### src/rtl/jacobi_sweep_ctrl.sv
// jacobi_sweep_ctrl: grid state owner for a Jacobi stage - serial load, bounded sweeps, serial readout.
// Optional early exit on convergence is built when JACOBI_CONVERGE_EN is defined.
module jacobi_sweep_ctrl #(
    parameter int WIDTH  = 8,
    parameter int NU     = 10,
    parameter int ITER_W = 16
) (
    input  logic                  clk,
    input  logic                  rst_n,
    input  logic                  load_valid,
    output logic                  load_ready,
    input  logic [WIDTH-1:0]      load_data,
    input  logic                  start,
    input  logic [ITER_W-1:0]     max_iters,
    input  logic [WIDTH-1:0]      tol,
    output logic [WIDTH*NU-1:0]   u_state,
    input  logic [WIDTH*NU-1:0]   u_next,
    output logic                  out_valid,
    input  logic                  out_ready,
    output logic [WIDTH-1:0]      out_data,
    output logic                  busy,
    output logic                  done,
    output logic [ITER_W-1:0]     iter_count,
    output logic                  converged
);
    localparam int IW = (NU > 1) ? $clog2(NU) : 1;

    typedef enum logic [1:0] {IDLE, RUN, OUT} state_t;

    state_t             state, state_nx;
    logic [WIDTH-1:0]   cells [NU];
    logic [IW-1:0]      load_idx, out_idx;
    logic [ITER_W-1:0]  max_lat;
    logic               last_sweep, out_last, hit;

    for (genvar g = 0; g < NU; g++) begin : g_pack
        assign u_state[g*WIDTH +: WIDTH] = cells[g];
    end

    assign load_ready = (state == IDLE);
    assign out_valid  = (state == OUT);
    assign busy       = (state != IDLE);
    assign out_data   = cells[out_idx];
    assign last_sweep = (iter_count + ITER_W'(1)) == max_lat;
    assign out_last   = (out_idx == IW'(NU - 1));

`ifdef JACOBI_CONVERGE_EN
    logic [WIDTH-1:0] residual, diff;

    // Largest per-cell change produced by this sweep.
    always_comb begin
        residual = '0;
        diff     = '0;
        for (int i = 0; i < NU; i++) begin
            diff = (u_next[i*WIDTH +: WIDTH] > cells[i]) ? u_next[i*WIDTH +: WIDTH] - cells[i]
                                                          : cells[i] - u_next[i*WIDTH +: WIDTH];
            residual = (diff > residual) ? diff : residual;
        end
    end

    assign hit = (state == RUN) && (residual <= tol);

    // Converged flag: cleared by a new run, set when a sweep lands within tolerance.
    always_ff @(posedge clk) begin
        if (!rst_n)
            converged <= 1'b0;
        else if (state == IDLE && start)
            converged <= 1'b0;
        else if (hit)
            converged <= 1'b1;
    end
`else
    logic tol_unused;
    assign tol_unused = ^tol;
    assign hit        = 1'b0;
    assign converged  = 1'b0;
`endif

    // State register.
    always_ff @(posedge clk) begin
        if (!rst_n)
            state <= IDLE;
        else
            state <= state_nx;
    end

    // Next-state: zero-sweep runs skip straight to readout.
    always_comb begin
        state_nx = (state == IDLE) ? (start ? ((max_iters == '0) ? OUT : RUN) : IDLE) :
                   (state == RUN)  ? ((last_sweep || hit) ? OUT : RUN) :
                   (state == OUT)  ? ((out_ready && out_last) ? IDLE : OUT) : IDLE;
    end

    // Grid, indices, sweep counter and done pulse.
    always_ff @(posedge clk) begin
        if (!rst_n) begin
            for (int i = 0; i < NU; i++) cells[i] <= '0;
            load_idx   <= '0;
            out_idx    <= '0;
            iter_count <= '0;
            max_lat    <= '0;
            done       <= 1'b0;
        end else begin
            done <= 1'b0;
            case (state)
                IDLE: begin
                    if (load_valid) begin
                        cells[load_idx] <= load_data;
                        load_idx        <= (load_idx == IW'(NU - 1)) ? '0 : load_idx + 1'b1;
                    end
                    if (start) begin
                        max_lat    <= max_iters;
                        iter_count <= '0;
                        load_idx   <= '0;
                    end
                end
                RUN: begin
                    for (int i = 0; i < NU; i++) cells[i] <= u_next[i*WIDTH +: WIDTH];
                    iter_count <= iter_count + 1'b1;
                end
                OUT: begin
                    if (out_ready) begin
                        out_idx <= out_last ? '0 : out_idx + 1'b1;
                        done    <= out_last;
                    end
                end
                default: ;
            endcase
        end
    end
endmodule

### config.mk
export PLATFORM = sky130hd
export DESIGN_NAME = jacobi_sweep_ctrl
export DESIGN_NICKNAME = d
export VERILOG_FILES = /design/src/rtl/jacobi_sweep_ctrl.sv
export SDC_FILE = /design/constraint.sdc
export NUM_CORES = 1
export LEC_CHECK = 0
export ABC_AREA = 1
export BUFFER_PORTS_ARGS = -buffer_cell sky130_fd_sc_hd__buf_2
export CAP_MARGIN = 5
export CORE_UTILIZATION = 40
export DETAILED_ROUTE_END_ITERATION = 16
export PLACE_DENSITY = 0.61
export SLEW_MARGIN = 20
export SYNTH_ARGS = -nofsm -noshare
export SYNTH_HDL_FRONTEND = slang
export SYNTH_SLANG_ARGS = --single-unit
### constraint.sdc
create_clock -name clk -period 2.6 [get_ports clk]
set_clock_uncertainty 0.15 [all_clocks]
set_input_delay 0.39 -clock clk [delete_from_list [all_inputs] [get_ports clk]]
set_output_delay 0.39 -clock clk [all_outputs]
set_load 0.05 [all_outputs]
# After elaboration in Yosys (flattened, before gate mapping)
# Memory sizes are Yosys's and may differ from the RTL's. A register that Yosys moved wholly into a read port is not among the register bits.
# Index checks and enable logic that the tools add are counted.
[totals]
regBits = 43
latchBits = 0
ramBits = 80
rom_bits = 0
inputBits = 117
elab_cells = 74
mem_count = 1
[op_classes]
n_addsub = 3
n_mul = 0
div = 0
n_lt_le_gt_ge = 0
eq_ne = 6
n_shift = 0
n_mux = 36
n_bitwise = 10
n_reduce_logical = 12
[memory_table]
columns = ["name", "depth", "word_bits", "rd", "rd_clocked_by_memory_dff", "write_ports", "line", "text"]
rows = [
  ["cells", 10, 8, 11, 1, 10, "31", "logic [WIDTH-1:0] cells [NU];"],
]
[ops]
columns = ["op", "count"]
rows = [
  ["8-bit 2-to-1 mux", 11],
  ["16-bit case mux with 2 select lines", 1],
  ["4-bit 2-to-1 mux", 7],
  ["16-bit by 1-bit adder with 16-bit output, second input constant", 1],
  ["16-bit equality test", 1],
  ["16-bit logical NOT", 1],
  ["16-bit 2-to-1 mux", 1],
  ["2-bit 2-to-1 mux", 7],
  ["1-bit OR", 10],
  ["1-bit 2-to-1 mux", 9],
  ["4-bit by 1-bit adder with 4-bit output, second input constant", 2],
  ["4-bit equality test, second input constant", 2],
  ["2-bit AND reduction", 4],
  ["8-bit OR reduction", 1],
  ["2-bit nonzero test", 3],
  ["3-bit AND reduction", 1],
  ["2-bit by 1-bit equality test with 1-bit output, second input constant", 1],
  ["2-bit equality test, second input constant", 1],
  ["2-bit logical NOT", 1],
  ["2-bit by 1-bit inequality test with 1-bit output, second input constant", 1],
  ["1-bit logical AND", 1],
]

# Depth between registers and ports, before layout
# Gate-level depths: netlist (run 1).
[depth]
depth_word = 6
mapped_depth = 13
mapped_depth_nobuf = 13

# Worst setup path after synthesis (run 1)
# OpenSTA, ideal clock, no wires.
[synth_timing]
path_kind = "register -> register"
start = "reg state[1]"
end = "mem cells[13][0], enable pin"
arrival_ns = 2.096
required_ns = 2.067
path_slack_ns = -0.029
path_stages_with_launch = 6
path_buffers = 0
synth_period_minus_slack_ns = 2.629
cell_sequence = "dfxtp_1 nor2_1 nand2_1 nor2_1 inv_1 nor3_1"
[synth_rtl]
columns = ["item", "line", "text"]
rows = [
  ["start, declared", "30", "state_t state, state_nx;"],
  ["start signal, assigned", "84", "state <= state_nx;"],
  ["end, declared", "31", ""],
]

==> results.toml, run 1 <==
[layout]
syn2layout_area_growth_pct = 26.2
drive_gt1_share_pct = 25.0
num-nets-final = 1319
final_cells = 1489
antenna_cells = 0

[clock_network]
numCtsBuffers = 17
clkSinkCount = 175
clock_insertion_delay_worst_skew_ps = 430
root_buffer = "clkbuf_16"
cts_tree = "done"
htreeDepth = 4
cts_hold_buf = 0
clock_path_buffers = 2
path_clk_slew_ps = 70

[worst_setup_path]
path_max_fanout = 42
crit_required_ps = 2060
endpoint_kind = "output port"
worst_setup_path_start_kind = "register"
path_class = "register to output port"
crit_arrival_ps = 2040

[timing]
setup_viol = 0
worst_pin_slew_ps = 811
final.period_utilization_pct = 99.0
fmax_mhz = 388
finalHoldViolations = 0
tns_ps = 0
final.min_clock_period_ps = 2580
slew_headroom_pct = 45.8
slew_violations = 0
rsz0062_at_grt = "true"

[yosys]
yosysTopAreaCell = "edfxtp_1"
syn_inst = 965
ys_seq_area_share_pct = 55.9
synth_top_area_share_pct = 44.9
ys_top_cells_by_area = "edfxtp_1 (45%), dfxtp_1 (11%), nand2_1 (11%)"
synth_area_per_cell_um2 = 8.87
synthFlopType = "edfxtp_1"
async_flop_share_pct = 0
ys_ff_latch = 175
synth_nets = 1083
synthDistinctLibCells = 33
yosys_warnings = 0
synth_edf_count = 128
synth_area_um2 = 8560

[global_route]
grt-ovfl-total = 0
track_usage_pct = 25.5
grt_pass1_wl_um = 41200
antenna_found_initial = 1
grt_pass1_vias = 7137
grt_max_degree = 59

[die]
top_level_ports = 226
initial_core_util_pct = 40.7
rows = 53
die_h_um = 148
die_w_um = 148
core_area_um2 = 21000
dieArea_um2 = 22000

[route]
ant_nets = 0
detailroute.via_count = 7722
drt-total-wl_um = 28000
viasPerCell = 5.19
drc = 0
dr.pass1.iters = 5
detail_route.wl_per_cell_um = 18.8
drt-initial-drc-count = 649

[placement]
place_inst = 1450
hpwl_um = 20600
gp_congestion = 0.830
io_buffers = 216

[power_and_ir_drop]
p_leak_uw = 0.00441
total_power_uw = 7380
power_density_nw_per_um2 = 684
vdd_drop_max_v = 0.000470

[min_path]
hold_path_class = "input pin to register"

[run]
drv_cap = 0

[status]
outcome = "complete, no violations"
-- cells by family after synthesis --
logic type	after synthesis	synth area share (%)
AND/OR/NAND/NOR	369	18.0
flip-flops	175	55.9
adder cells (fa/ha/maj)	1	0.146
AO/OA/AOI/OAI	232	14.8
XOR/XNOR	3	0.307
multiplexers	32	3.74
buffers and inverters	152	7.08
other	1	0.0438
-- registers in the layout, summed over array words and instances (netlist names), named ones only --
register and flops:
iter_count 16, load_idx 4, max_lat 16, state 2, done 1, cells 128, out_idx 4
-- final cells by class --
cell class                      instances  area [um^2]
Sequential cell                       175         4790
Clock buffer                           18          429
Inverter                              113          424
Multi-Input combinational cell        638         3190
Clock inverter                         14          155
Fill cell                            1971        10200
Tap cell                              275          344
Timing Repair Buffer                  256         1470
-- critical path, cell delays in order (launching register included) --
cell and delay, ps:
dfxtp_4 380, buf_4 140, buf_12 170, o21ai_0 320, o211ai_1 140, o211ai_1 100
nand2_1 120, buf_4 210
-- stage by stage --
stage | hold WS [ps] | cell area (um^2) | setup slack (ps) | util, %
5_1_grt | 37.7 | 10800 | -32.7 | 51.4
2_1_floorplan | 310 | 8560 | 255 | -
3_5_place_dp | 325 | 10100 | 299 | 48.0
6_report | 14.4 | 10800 | 24.9 | 51.4
4_1_cts | 9.32 | 10700 | 10.6 | 50.9
3_3_place_gp | 332 | 10100 | 249 | 48.0
-- cells in the mapped netlist (3+ instances only) --
library cell  instances
nand3_1              57
nor2_1               47
nor3_1                3
dfxtp_1              47
nand4_1              10
edfxtp_1            128
nor2_2                3
o211ai_1             32
clkbuf_1             18
buf_2                16
mux2i_1              32
nor4_1                3
a21oi_1              53
inv_1               110
o22ai_1               7
o21ai_0             135
nand2_1             240
nor2_4                4
-- where the power goes --
group	switching [uW]	leakage (uW)	internal [uW]
sequential	117	0.00167	3210
clock	1120	0.000282	1430
combinational	1160	0.00245	348
total	2400	0.00441	4990
-- worst paths after layout --
| path | startpoint | end | slack [ps] | depth (start not counted) |
|---|---|---|---|---|
| worst max-delay path | register | out_data[4] | 20 | 7 |
| worst min-delay path | max_iters[4] | max_lat[4] | 10 | 3 |
| worst max register to register | state[0] | state[1] | 280 | 9 |
| worst min register to register | max_lat[1] | max_lat[1] | 330 | 2 |
-- cell usage in the layout (no fill, tap or decap), types with 7 or more instances in the layout --
| master | netlist | final |
|---|---|---|
| o21ai_0 | 135 | 126 |
| nand4_1 | 10 | 10 |
| o21ai_1 | 1 | 10 |
| dfxtp_1 | 47 | 46 |
| nand3_1 | 57 | 57 |
| a21oi_1 | 53 | 53 |
| o211ai_1 | 32 | 32 |
| buf_2 | 16 | 208 |
| buf_4 | 2 | 37 |
| clkbuf_16 | 0 | 17 |
| nor2_1 | 47 | 45 |
| o22ai_1 | 7 | 7 |
| nand2_1 | 240 | 240 |
| mux2i_1 | 32 | 30 |
| inv_1 | 110 | 110 |
| edfxtp_1 | 128 | 128 |
-- per-layer routing --
| layer | GRT usage, % | vias up | wire length, um |
|---|---|---|---|
| met4 | 9.12 | 2 | 600 |
| met5 | 0 | - | 13 |
| met2 | 41.2 | 327 | 12900 |
| met3 | 4.54 | 39 | 2100 |
| li1 | - | 3772 | - |
| met1 | 34.4 | 3582 | 12400 |
-- what timing repair did --
| action | CTS | global route |
|---|---|---|
| setup buffers | 3 | 4 |
| setup endpoints to repair | 7 | 7 |
| gates resized for setup | 3 | 29 |
| cloned | 0 | 0 |
(Power assumes the default switching activity.)
==> run 2: changes to the inputs <==
==> constraint.sdc (replaced) <==
create_clock -name clk -period 2.8 [get_ports clk]
set_clock_uncertainty 0.15 [all_clocks]
set_input_delay 0.42 -clock clk [delete_from_list [all_inputs] [get_ports clk]]
set_output_delay 0.42 -clock clk [all_outputs]
set_load 0.05 [all_outputs]
==> results.toml, run 2 (synthesized netlist as in run 1, its figures left out) <==
[placement]
hpwl_um = 21000
placed_cell_area_um2 = 10000
io_buffers = 216
dp_worst_setup_slack_ps = 273
gp_congestion = 0.854
place_inst = 1439

[min_path]
holdPathEnd = "max_lat[14]"
hold_path_class = "input pin to register"
hp-start = "max_iters[14]"
whs_path_depth = 3

[worst_setup_path]
path_class = "register to output port"
crit_arrival_ps = 2170
endpoint_kind = "output port"
regToRegStartpoint = "state[1]"
r2r_slack_ps = 460
rr_endpoint = "state[1]"
crit_required_ps = 2230
worst_setup_path_start_kind = "register"
path_max_fanout = 41
reg2regPathDepth = 9

[layout]
final_cell_mix = "nand2_1 (240), buf_2 (216), o21ai_0 (135), edfxtp_1 (128), inv_1 (110)"
regMostFlops = "cells"
final_common_cell = "nand2_1"
final_cells = 1472
final_area_um2 = 10700
drive_gt1_share_pct = 23.8
syn2layout_area_growth_pct = 24.8
largest_register_ffs = 128
num-fill-cells = 2019
top_regs = "cells x128, iter_count x16, max_lat x16"
num-nets-final = 1301

[die]
core_area_um2 = 21000
top_level_ports = 226
rows = 53
initial_core_util_pct = 40.7
die_h_um = 148
dieArea_um2 = 22000
die_w_um = 148

[clock_network]
numCtsBuffers = 17
path_clk_slew_ps = 70
clock_insertion_delay_worst_skew_ps = 430
cts_hold_buf = 0
htreeDepth = 4
root_buffer = "clkbuf_16"
clock_path_buffers = 2
clkSinkCount = 175
cts_tree = "done"

[status]
outcome = "complete, no violations"

[timing]
final.min_clock_period_ps = 2740
setup_viol = 0
fmax_mhz = 366
finalHoldViolations = 0
final.period_utilization_pct = 97.7
hold_slack_ps = 49.6
slew_headroom_pct = 31.2
rsz0062_at_grt = "true"
worst_pin_slew_ps = 1030
finalWorstSetupSlack_ps = 64.5
slew_violations = 0

[route]
dr.pass1.iters = 5
drt-initial-drc-count = 498
detail_route.wl_per_cell_um = 19.1
ant_nets = 0
detailroute.via_count = 7730
viasPerCell = 5.25
drt-total-wl_um = 28200
drc = 0

[global_route]
grt_max_degree = 46
grt-ovfl-total = 0
antenna_found_initial = 1
grt_pass1_vias = 7231
grt_pass1_wl_um = 41400
track_usage_pct = 25.7

[run]
drv_cap = 0

[power_and_ir_drop]
p_leak_uw = 0.00434
vdd_drop_max_v = 0.000438
power_density_nw_per_um2 = 657
==> run 2: power breakdown <==
part | total, uW | switching, uW | leakage (uW) | internal [uW]
Clock | 2560 | 1050 | 0.000307 | 1510
Sequential | 3090 | 109 | 0.00167 | 2980
Combinational | 1360 | 1060 | 0.00236 | 299
Total | 7010 | 2230 | 0.00434 | 4780
==> run 2: worst max path at each step <==
stage,slack (ps),startpoint,end,cells after the start
finish,60,register,out_data[7],6
global route,-0.8,register,out_data[3],5
CTS,40,register,out_data[4],6
detailed placement,270,rst_n,cells[7][4],4
global placement,280,rst_n,cells[8][0],4
floorplan,170,state[1],cells[13][0],5
==> run 2: routing by layer <==
metal	global-route usage (%)	wire length (um)	vias up	share of wire, %
met1	33.0	11800	3612	42
li1	-	-	3739	-
met5	0	8	-	0.028
met2	43.2	13400	338	48
met3	5.64	2390	39	8.5
met4	8.14	607	2	2.2
==> run 2: critical path: stages, from the launching register on <==
cell	delay (ps)
dfxtp_4	530
buf_16	270
mux2i_1	360
o211ai_1	120
o211ai_1	100
nand2_1	110
buf_2	220
==> run 2: area by class of cell <==
class / count / area, um^2 / share of cell area [%]
flip-flops and latches: 175 / 4790 / 44.8
multi-input cells: 638 / 3180 / 29.8
clock buffers: 17 / 425 / 3.98
well taps: 275 / 344 / 3.22
inverters: 113 / 424 / 3.97
diodes: 1 / 2.50 / 0.0234
clock inverters: 15 / 206 / 1.93
repair buffers: 238 / 1300 / 12.2
==> run 2: stage by stage <==
stage	setup TNS (ps)	utilization [%]	total power, uW
final	0	50.8	7010
after global routing	-0.755	50.8	7220
after CTS	0	50.7	7030
after detailed placement	0	47.7	4510
after global placement	0	47.7	4500
after floorplan	0	-	4030
==> run 2: timing repair <==
action / CTS / global route
endpoints found under the setup margin: 0 / 3
buffers inserted: 0 / 0
gates resized for setup: 0 / 4
==> run 3: changes to the inputs <==
--- a/config.mk
+++ b/config.mk
@@ -8,6 +8,7 @@
 export ABC_AREA = 1
 export BUFFER_PORTS_ARGS = -buffer_cell sky130_fd_sc_hd__buf_2
 export CAP_MARGIN = 5
+export CORE_MARGIN = 2
 export CORE_UTILIZATION = 40
 export DETAILED_ROUTE_END_ITERATION = 16
 export PLACE_DENSITY = 0.61
==> results.toml, run 3 (synthesized netlist as in run 1, its figures left out) <==
[worst_setup_path]
reg2regPathDepth = 9
crit_arrival_ps = 2110
worst_setup_path_start_kind = "register"
r2r_slack_ps = 420
path_max_fanout = 28
regToRegStartpoint = "state[1]"
path_class = "register to output port"
crit_required_ps = 2230
endpoint_kind = "output port"

[global_route]
top_usage_layer = "met2"
grt_use_met2_pct = 41.1
antenna_found_initial = 5
grt-ovfl-total = 0
track_usage_pct = 24.9
grt_max_degree = 63
grt.met1_usage_pct = 32.4
grt_pass1_wl_um = 41300
grt_pass1_vias = 7314
met3_usage_pct = 5.12

[clock_network]
path_clk_slew_ps = 70
clock_path_buffers = 2
root_buffer = "clkbuf_16"
numCtsBuffers = 17
cts_setup_buffers = 0
clock_insertion_delay_worst_skew_ps = 440
clkSinkCount = 175
htreeDepth = 4
cts_tree = "done"

[placement]
gp_congestion = 0.865
dp_worst_setup_slack_ps = 333
hpwl_um = 21200
io_buffers = 216

[route]
drt-total-wl_um = 28300
dr.pass1.iters = 5
drc = 0
drt-initial-drc-count = 586
detail_route.wl_per_cell_um = 19.1
ant_nets = 0
viasPerCell = 5.24
detailroute.via_count = 7738

[layout]
final_cell_mix = "nand2_1 (240), buf_2 (215), o21ai_0 (135), edfxtp_1 (128), inv_1 (110)"
drive_gt1_share_pct = 23.9
regMostFlops = "cells"
top_regs = "cells x128, iter_count x16, max_lat x16"
num-nets-final = 1306
largest_register_ffs = 128
syn2layout_area_growth_pct = 24.9
multi_input_area_um2 = 3170
final_common_cell = "nand2_1"
num-fill-cells = 2022
regArea_um2 = 4790

[die]
dieArea_um2 = 22600
rows = 53
top_level_ports = 226
die_w_um = 150
initial_core_util_pct = 40.7
die_h_um = 150
core_area_um2 = 21000

[min_path]
whs_path_depth = 3
hold_path_class = "input pin to register"
hp-start = "max_iters[11]"

[timing]
fmax_mhz = 373
tns_ps = 0
worst_pin_slew_ps = 855
final.min_clock_period_ps = 2680
setup_viol = 0
finalHoldViolations = 0
slew_headroom_pct = 42.8
rsz0062_at_grt = "false"
slew_violations = 0
finalWorstSetupSlack_ps = 119
hold_slack_ps = 44.4
final.period_utilization_pct = 95.8

[power_and_ir_drop]
p_leak_uw = 0.00434
power_density_nw_per_um2 = 650
total_power_uw = 6940
vdd_drop_max_v = 0.000419

[status]
outcome = "complete, no violations"

[run]
drv_cap = 0
[run 3: worst max-delay path, stage by stage (launching register included)]
cell	delay, ps
dfxtp_4	480
buf_12	230
mux2i_1	400
o211ai_1	130
o211ai_1	100
nand2_1	100
buf_2	220
[run 3: report_power, final]
| part | total (uW) | switching [uW] | leakage, uW | internal (uW) |
|---|---|---|---|---|
| Sequential | 3080 | 107 | 0.00167 | 2980 |
| Clock | 2480 | 1060 | 0.000296 | 1420 |
| Combinational | 1380 | 1070 | 0.00237 | 308 |
[run 3: repair_timing]
item	in CTS	in global routing
endpoints found under the setup margin	0	1
gates resized for setup	0	2
hold buffers	0	0
[run 3: worst paths after layout]
kind                 endpoint
setup / recovery  out_data[7]
hold reg to reg    max_lat[1]
hold / removal    max_lat[11]
setup reg to reg     state[1]
[run 3: cell type report]
| type | instances | share of cell area (%) |
|---|---|---|
| Sequential cell | 175 | 44.8 |
| Tap cell | 275 | 3.22 |
| Antenna cell | 2 | 0.0468 |
| Timing Repair Buffer | 243 | 12.5 |
| Clock buffer | 17 | 3.98 |
| Clock inverter | 15 | 1.71 |
| Multi-Input combinational cell | 638 | 29.7 |
| Inverter | 113 | 3.97 |
[run 3: metal layers]
metal | vias to the layer above | part of all wire [%]
li1 | 3748 | -
met1 | 3592 | 42
met2 | 350 | 47
met3 | 44 | 8.4
met4 | 4 | 2.4
met5 | - | 0.064
[run 3: metrics by stage]
step | instance area [um^2] | std cells | util [%]
floorplan | 8560 | 965 | -
finish | 10700 | 1478 | 50.8
global route | 10700 | 1478 | 50.8
global placement | 10100 | 1444 | 47.9
CTS | 10700 | 1476 | 50.8
detailed placement | 10100 | 1444 | 47.9
